`src/rtl/modport_counter.sv`:
```
// ---------------------------------------------------------------------------
// modport_counter
//
// Purpose:
//   WIDTH-bit synchronous up/down counter with enable, parallel load, a
//   terminal-count flag and a compare (match) flag. The visible count is
//   masked to zero combinationally while reset is high, so the count reads
//   zero at every edge where reset is sampled high, including the very first.
//
// Update priority on each rising clk edge (highest first):
//   reset -> clear, load -> d, en & !dir -> +1, en & dir -> -1, else hold.
//   Arithmetic is modulo 2^WIDTH.
//
// Ports:
//   clk    in   1      sole clock, rising edge
//   reset  in   1      synchronous, active-high reset
//   en     in   1      count enable
//   dir    in   1      count direction: 0 = up, 1 = down
//   load   in   1      parallel-load strobe
//   d      in   WIDTH  parallel-load value
//   c      out  WIDTH  current count (0 while reset is high)
//   tc     out  1      terminal count: all-ones counting up, zero counting down
//   match  out  1      c == MATCH
// ---------------------------------------------------------------------------
module modport_counter #(
    parameter int WIDTH = 3,
    parameter int MATCH = 5
) (
    input  logic             clk,
    input  logic             reset,
    input  logic             en,
    input  logic             dir,
    input  logic             load,
    input  logic [WIDTH-1:0] d,
    output logic [WIDTH-1:0] c,
    output logic             tc,
    output logic             match
);

    localparam logic [WIDTH-1:0] MATCH_V = WIDTH'(MATCH);
    localparam logic [WIDTH-1:0] MAX_V   = {WIDTH{1'b1}};
    localparam logic [WIDTH-1:0] ONE_V   = WIDTH'(1);

    logic [WIDTH-1:0] cnt_q;
    logic [WIDTH-1:0] cnt_d;

    // Next-state for the non-reset cases; reset is handled in the register.
    always_comb begin
        cnt_d = cnt_q;
        if (load) begin
            cnt_d = d;
        end else if (en) begin
            if (dir) begin
                cnt_d = cnt_q - ONE_V;
            end else begin
                cnt_d = cnt_q + ONE_V;
            end
        end
    end

    always_ff @(posedge clk) begin
        if (reset) begin
            cnt_q <= '0;
        end else begin
            cnt_q <= cnt_d;
        end
    end

    // The mask hides the undefined pre-reset register value and makes the
    // count read zero in the same cycle reset is raised.
    always_comb begin
        c = reset ? '0 : cnt_q;
    end

    // tc needs an explicit reset gate: counting down, c == 0 during reset
    // would otherwise raise it. match needs none, since c is already 0 in
    // reset, which yields 1 exactly when MATCH is 0.
    always_comb begin
        tc    = 1'b0;
        match = (c == MATCH_V);
        if (!reset) begin
            tc = dir ? (c == '0) : (c == MAX_V);
        end
    end

endmodule

```
`config.mk`:
```
export PLATFORM = sky130hd
export DESIGN_NAME = modport_counter
export DESIGN_NICKNAME = d
export VERILOG_FILES = /design/src/rtl/modport_counter.sv
export SDC_FILE = /design/constraint.sdc
export NUM_CORES = 1
export LEC_CHECK = 0
export ABC_AREA = 1
export BUFFER_PORTS_ARGS = -buffer_cell sky130_fd_sc_hd__buf_2
export CAP_MARGIN = 20
export CORE_AREA = 2 2 39 41
export DETAILED_ROUTE_END_ITERATION = 7
export DIE_AREA = 0 0 41 43
export PLACE_DENSITY = 0.5
export SYNTH_ARGS = -nofsm -noshare
export SYNTH_HDL_FRONTEND = slang
export SYNTH_SLANG_ARGS = --single-unit
```
`constraint.sdc`:
```
create_clock -name clk -period 1.9 [get_ports clk]
set_clock_uncertainty 0.05 [all_clocks]
set_input_delay 0.095 -clock clk [delete_from_list [all_inputs] [get_ports clk]]
set_output_delay 0.095 -clock clk [all_outputs]
set_load 0.005 [all_outputs]
```
* Word-level counts from Yosys, hierarchy flattened
Cells that the tools add are included.
** Storage, ports and cells
- Input port bits :: 8
- Flip-flop bits (word level) :: 3
- Output and inout bits :: 5
** Cells by class
- Reductions and logical operators :: 2
- Add/sub/neg operators :: 2
- Eq/ne operators :: 2
- Mux-type cells :: 6
** Operators with widths (number)
- 3-bit 2-to-1 mux :: 4
- 3-bit == test (second input constant) :: 2
- 3-bit by 1-bit adder with 3-bit output (second input constant) :: 1
- 3-bit zero test :: 1
- 3-bit by 1-bit subtractor with 3-bit output (second input constant) :: 1
- 1-bit 2-to-1 mux :: 2
- 2-bit nonzero test :: 1

* Depth between registers and ports, before layout
- Depth in word-level cells :: 4
- Gate-level depth with buffers :: 8

* Worst setup path after synthesis
Ideal clock, no wire load.
- Path kind :: register to register
- Start :: reg cnt_q[0]
- End :: reg cnt_q[2]
- Path slack :: 583 ps
- Data required time :: 1730 ps
- Stages on the path, launching flop included :: 9
- Setup time :: 120 ps
- Arrival time :: 1147 ps
- Cell sequence :: dfxtp_1 inv_1 fa_1 inv_1 nand2_1 nand2_1 nand2_1 nand3_1 a21oi_1
** On the way
- Cells in the longest elaborated chain, start to end :: 4
** RTL lines
- start, declared :: RTL line 44 : logic [WIDTH-1:0] cnt_q;
- start signal, assigned :: RTL line 65 : cnt_q <= cnt_d;
- 3-bit by 1-bit adder with 3-bit output / 3-bit by 1-bit subtractor with 3-bit output (equally long branches) :: RTL line 56, 54
- 3-bit 2-to-1 mux * :: RTL line 53 : if (dir) begin
- 3-bit 2-to-1 mux * :: RTL line 52 : end else if (en) begin
- 3-bit 2-to-1 mux * :: RTL line 50 : if (load) begin
Every way passes the cells marked *; elsewhere a longest branch is shown, timed or not. The select of a mux whose other input is x is not followed.
A chain may end at the register's enable or synchronous reset.

* Worst setup path in the final report
Same ends and word-level chain as after synthesis.

==> results by group <==
STA
  – Slew @ Worst Pin: 0.229 ns
  – # setup viols final: 0
  – Setup TNS: 0 ns
  – Final Max Tran Viols: 0
  – Fin crit share: 75.9%
  – Final critical-path required period: 1.44 ns
  – RSZ-0062 raised after global routing: false
  – Max Fclk: 694 MHz
  – Final worst slack: between 0.4 and 0.5 ns
  – Hold Fails Final Rpt: 0
  – Rel. slew slack: 84.7%

Pwr
  – Clock share of power: between 40% and 50%
  – Comb power frac: between 20% and 30%
  – Net Sw Frac: 28.5%
  – Sequential share of power: 30.6%
  – Total Power: 237 uW
  – Pwr Density: 671 mW/mm^2
  – Leak: roughly 0.21 nW
  – Pint: 170 uW
  – Worst vdd ir: between 0.0002 and 0.0003 V
  – NetSw: 67.6 uW

Placement
  – Post-DP HPWL: 567 microns
  – Routability-driven placement congestion ratio: 0.746
  – Placed insts: 70
  – Buffers on Ports: 12
  – Pre-CTS WS: 0.466 ns

Synth
  – Synth top area cells: dfxtp_1 24%, nand2_1 18%, inv_1 17%, fa_1 8.1%, nor2_1 6.1%
  – Yosys reg bits: 3
  – Synth warn: 0
  – Post-synthesis sequential area ratio: 24.2%
  – Post-Synthesis Cells: 42
  – Count leader, synth: nand2_1
  – Ys flop type: dfxtp_1
  – Top post-synthesis cells by count: 12 x nand2_1, 11 x inv_1, 4 x nor2_1, 3 x dfxtp_1
  – Post-synth top area share: between 20% and 30%
  – Post-synth EDFFs: 0
  – Post-synth cell types: 13
  – Post-Syn Area: approximately 250 sq um
  – Synthesized Nets: 51
  – Yosys top cell by area: dfxtp_1
  – Syn Area/Cell: 5.90 sq um
  – Async set-reset flop share out of synthesis: 0%

Die
  – Die height: 43 microns
  – Boundary pin count: 13
  – Initial Utilization: between 15 and 20%
  – Row count: 14
  – Die Wd: 41 microns
  – Die ar.: 0.00176 sq mm
  – CORE AREA: 0.00138 sq mm

Setup path
  – Cell Chain, Critical Path: inv_1 -> fa_1 -> inv_1 -> nand2_1 -> nand2_1 -> nand2_1 -> nand3_1 -> a21oi_1
  – Worst path bufs/invs: 2
  – Worst path top cell family by delay: adder cells
  – Reg2reg start: cnt_q[0]
  – Reg2reg path depth: 8
  – R2r endpoint: cnt_q[2]
  – CP startpoint kind: register
  – Largest stage delay, worst path: 0.44 ns
  – Arr. time, crit path: 1.51 ns
  – Levels on crit path: 8
  – Slowest stage cell, crit path: fa_1
  – WP data required: 1.97 ns
  – Setup CP Type: reg2reg
  – CP endpoint kind: register
  – Setup slack, reg-to-reg: between 0.4 and 0.5 ns
  – Crit-path most repeated cell: nand2_1
  – CP endpoint: cnt_q[2]
  – Critical path fanouts, max: 4
  – Critical path origin: cnt_q[0]

Clock network
  – Clk root buf: clkbuf_4
  – CTS hold repair buffers: 0
  – Post-CTS Setup Repair Bufs: 0
  – Clock tree buffer depth: 2
  – H-tree levels: 1
  – Num CTS Buffers: 3
  – TritonCTS clock tree: yes
  – CTS sink cnt: 3
  – Worst skew pair latency: 0.23 ns
  – Reg clk slew, reported paths: around 0.04 ns
  – CTS resizes: 0

Drt
  – Vias per cell: between 4 and 5
  – Post-DRT Antenna Nets: 0
  – WL/cell: 9.01 microns
  – Vias: about 300
  – # DRC: 0
  – TritonRoute pass-1 iters: 4
  – Post-Route WL: 667 microns
  – Violation count after the first detailed-route iteration: 8

Final layout
  – Ant diodes: 0
  – Nets@finish: 68
  – Most flop-heavy register: cnt_q
  – Total of fill cells in the finished design: 169
  – Post-route insts no fill: between 70 and 80
  – Share of cells above drive strength 1: between 20% and 30%
  – P&R area growth vs syn: 42.9%
  – Max FFs per register: 3
  – Area occupied by multi-input gates: 146 sq um
  – Register area: ~60 sq um
  – Largest regs: cnt_q: 3 flops

Global routing
  – Largest net degree at the start of global routing: 8
  – First-pass GRT wire length: 959 microns
  – All-layer global routing usage: under 10%
  – Antenna violations before repair: 0
  – Total grt overflow: 0
  – Number of global-route vias before repair: 251

Outcome
  – Outcome: finished clean

Min path
  – Hold crit path type: in2reg
  – Hold_sp: reset

Job
  – Max Cap Viol: 0
per-stage QoR:
step / instance area, sq um / hold slack (ns) / util [%]
3_3_place_gp: 328 / 0.312 / 23.7
3_5_place_dp: 328 / 0.313 / 23.7
2_1_floorplan: 248 / 0.114 / -
5_1_grt: 354 / 0.0793 / 25.6
6_report: 354 / 0.0715 / 25.6
4_1_cts: 354 / 0.0672 / 25.6
power groups by stage:
stage | Sequential, mW | Clock (mW) | Combinational [mW]
2_1_floorplan | 0.0725 | 0 | 0.0322
3_3_place_gp | 0.0734 | 0 | 0.0531
3_5_place_dp | 0.0737 | 0 | 0.0544
4_1_cts | 0.0727 | 0.118 | 0.0543
5_1_grt | 0.0730 | 0.122 | 0.0600
6_report | 0.0728 | 0.111 | 0.0535
worst min path at each step:
stage                     endpoint  cells past startpoint  slack [ns]
final                     cnt_q[2]                      2        0.07
after global routing      cnt_q[2]                      2        0.08
after CTS                 cnt_q[2]                      2        0.07
after detailed placement  cnt_q[2]                      2        0.31
after global placement    cnt_q[2]                      2        0.31
after floorplan           cnt_q[2]                      1        0.11
per-layer routing:
layer | share of wire [%] | routed length, microns | GRT usage (%) | up-vias
li1 | - | - | - | 160
met1 | 39 | 259 | 8.31 | 132
met2 | 52 | 346 | 13.8 | 10
met3 | 9.0 | 60 | 7.85 | 0
met4 | 0 | 0 | 4.00 | 0
met5 | 0 | 0 | 0 | -
cells in the final DEF, fill, tap and decap left out, types with 2 or more instances in the layout:
| cell type | synthesis | layout |
|---|---|---|
| nor2_1 | 4 | 4 |
| nand3_1 | 2 | 2 |
| nand2_1 | 12 | 12 |
| o211ai_1 | 2 | 2 |
| a21oi_1 | 2 | 2 |
| dfxtp_1 | 3 | 3 |
| clkbuf_4 | 0 | 3 |
| inv_1 | 11 | 11 |
| buf_2 | 0 | 12 |
final cells by class:
class	instances	share of cell area (%)
Clock buffer	4	7.42
Inverter	11	11.7
Multi-Input combinational cell	28	41.3
Sequential cell	3	17.0
Tap cell	16	5.65
Timing Repair Buffer	12	17.0
cell families (layout without fill, tap and decap cells):
| family | Yosys count | count (layout) | share of synthesized area, % |
|---|---|---|---|
| AOI/OAI and AO/OA | 7 | 7 | 17.7 |
| buffers and inverters | 11 | 27 | 16.7 |
| and+or+nand+nor | 20 | 20 | 33.3 |
| adders and majority gates | 1 | 1 | 8.08 |
| DFF | 3 | 3 | 24.2 |
(Power assumes the default switching activity.)
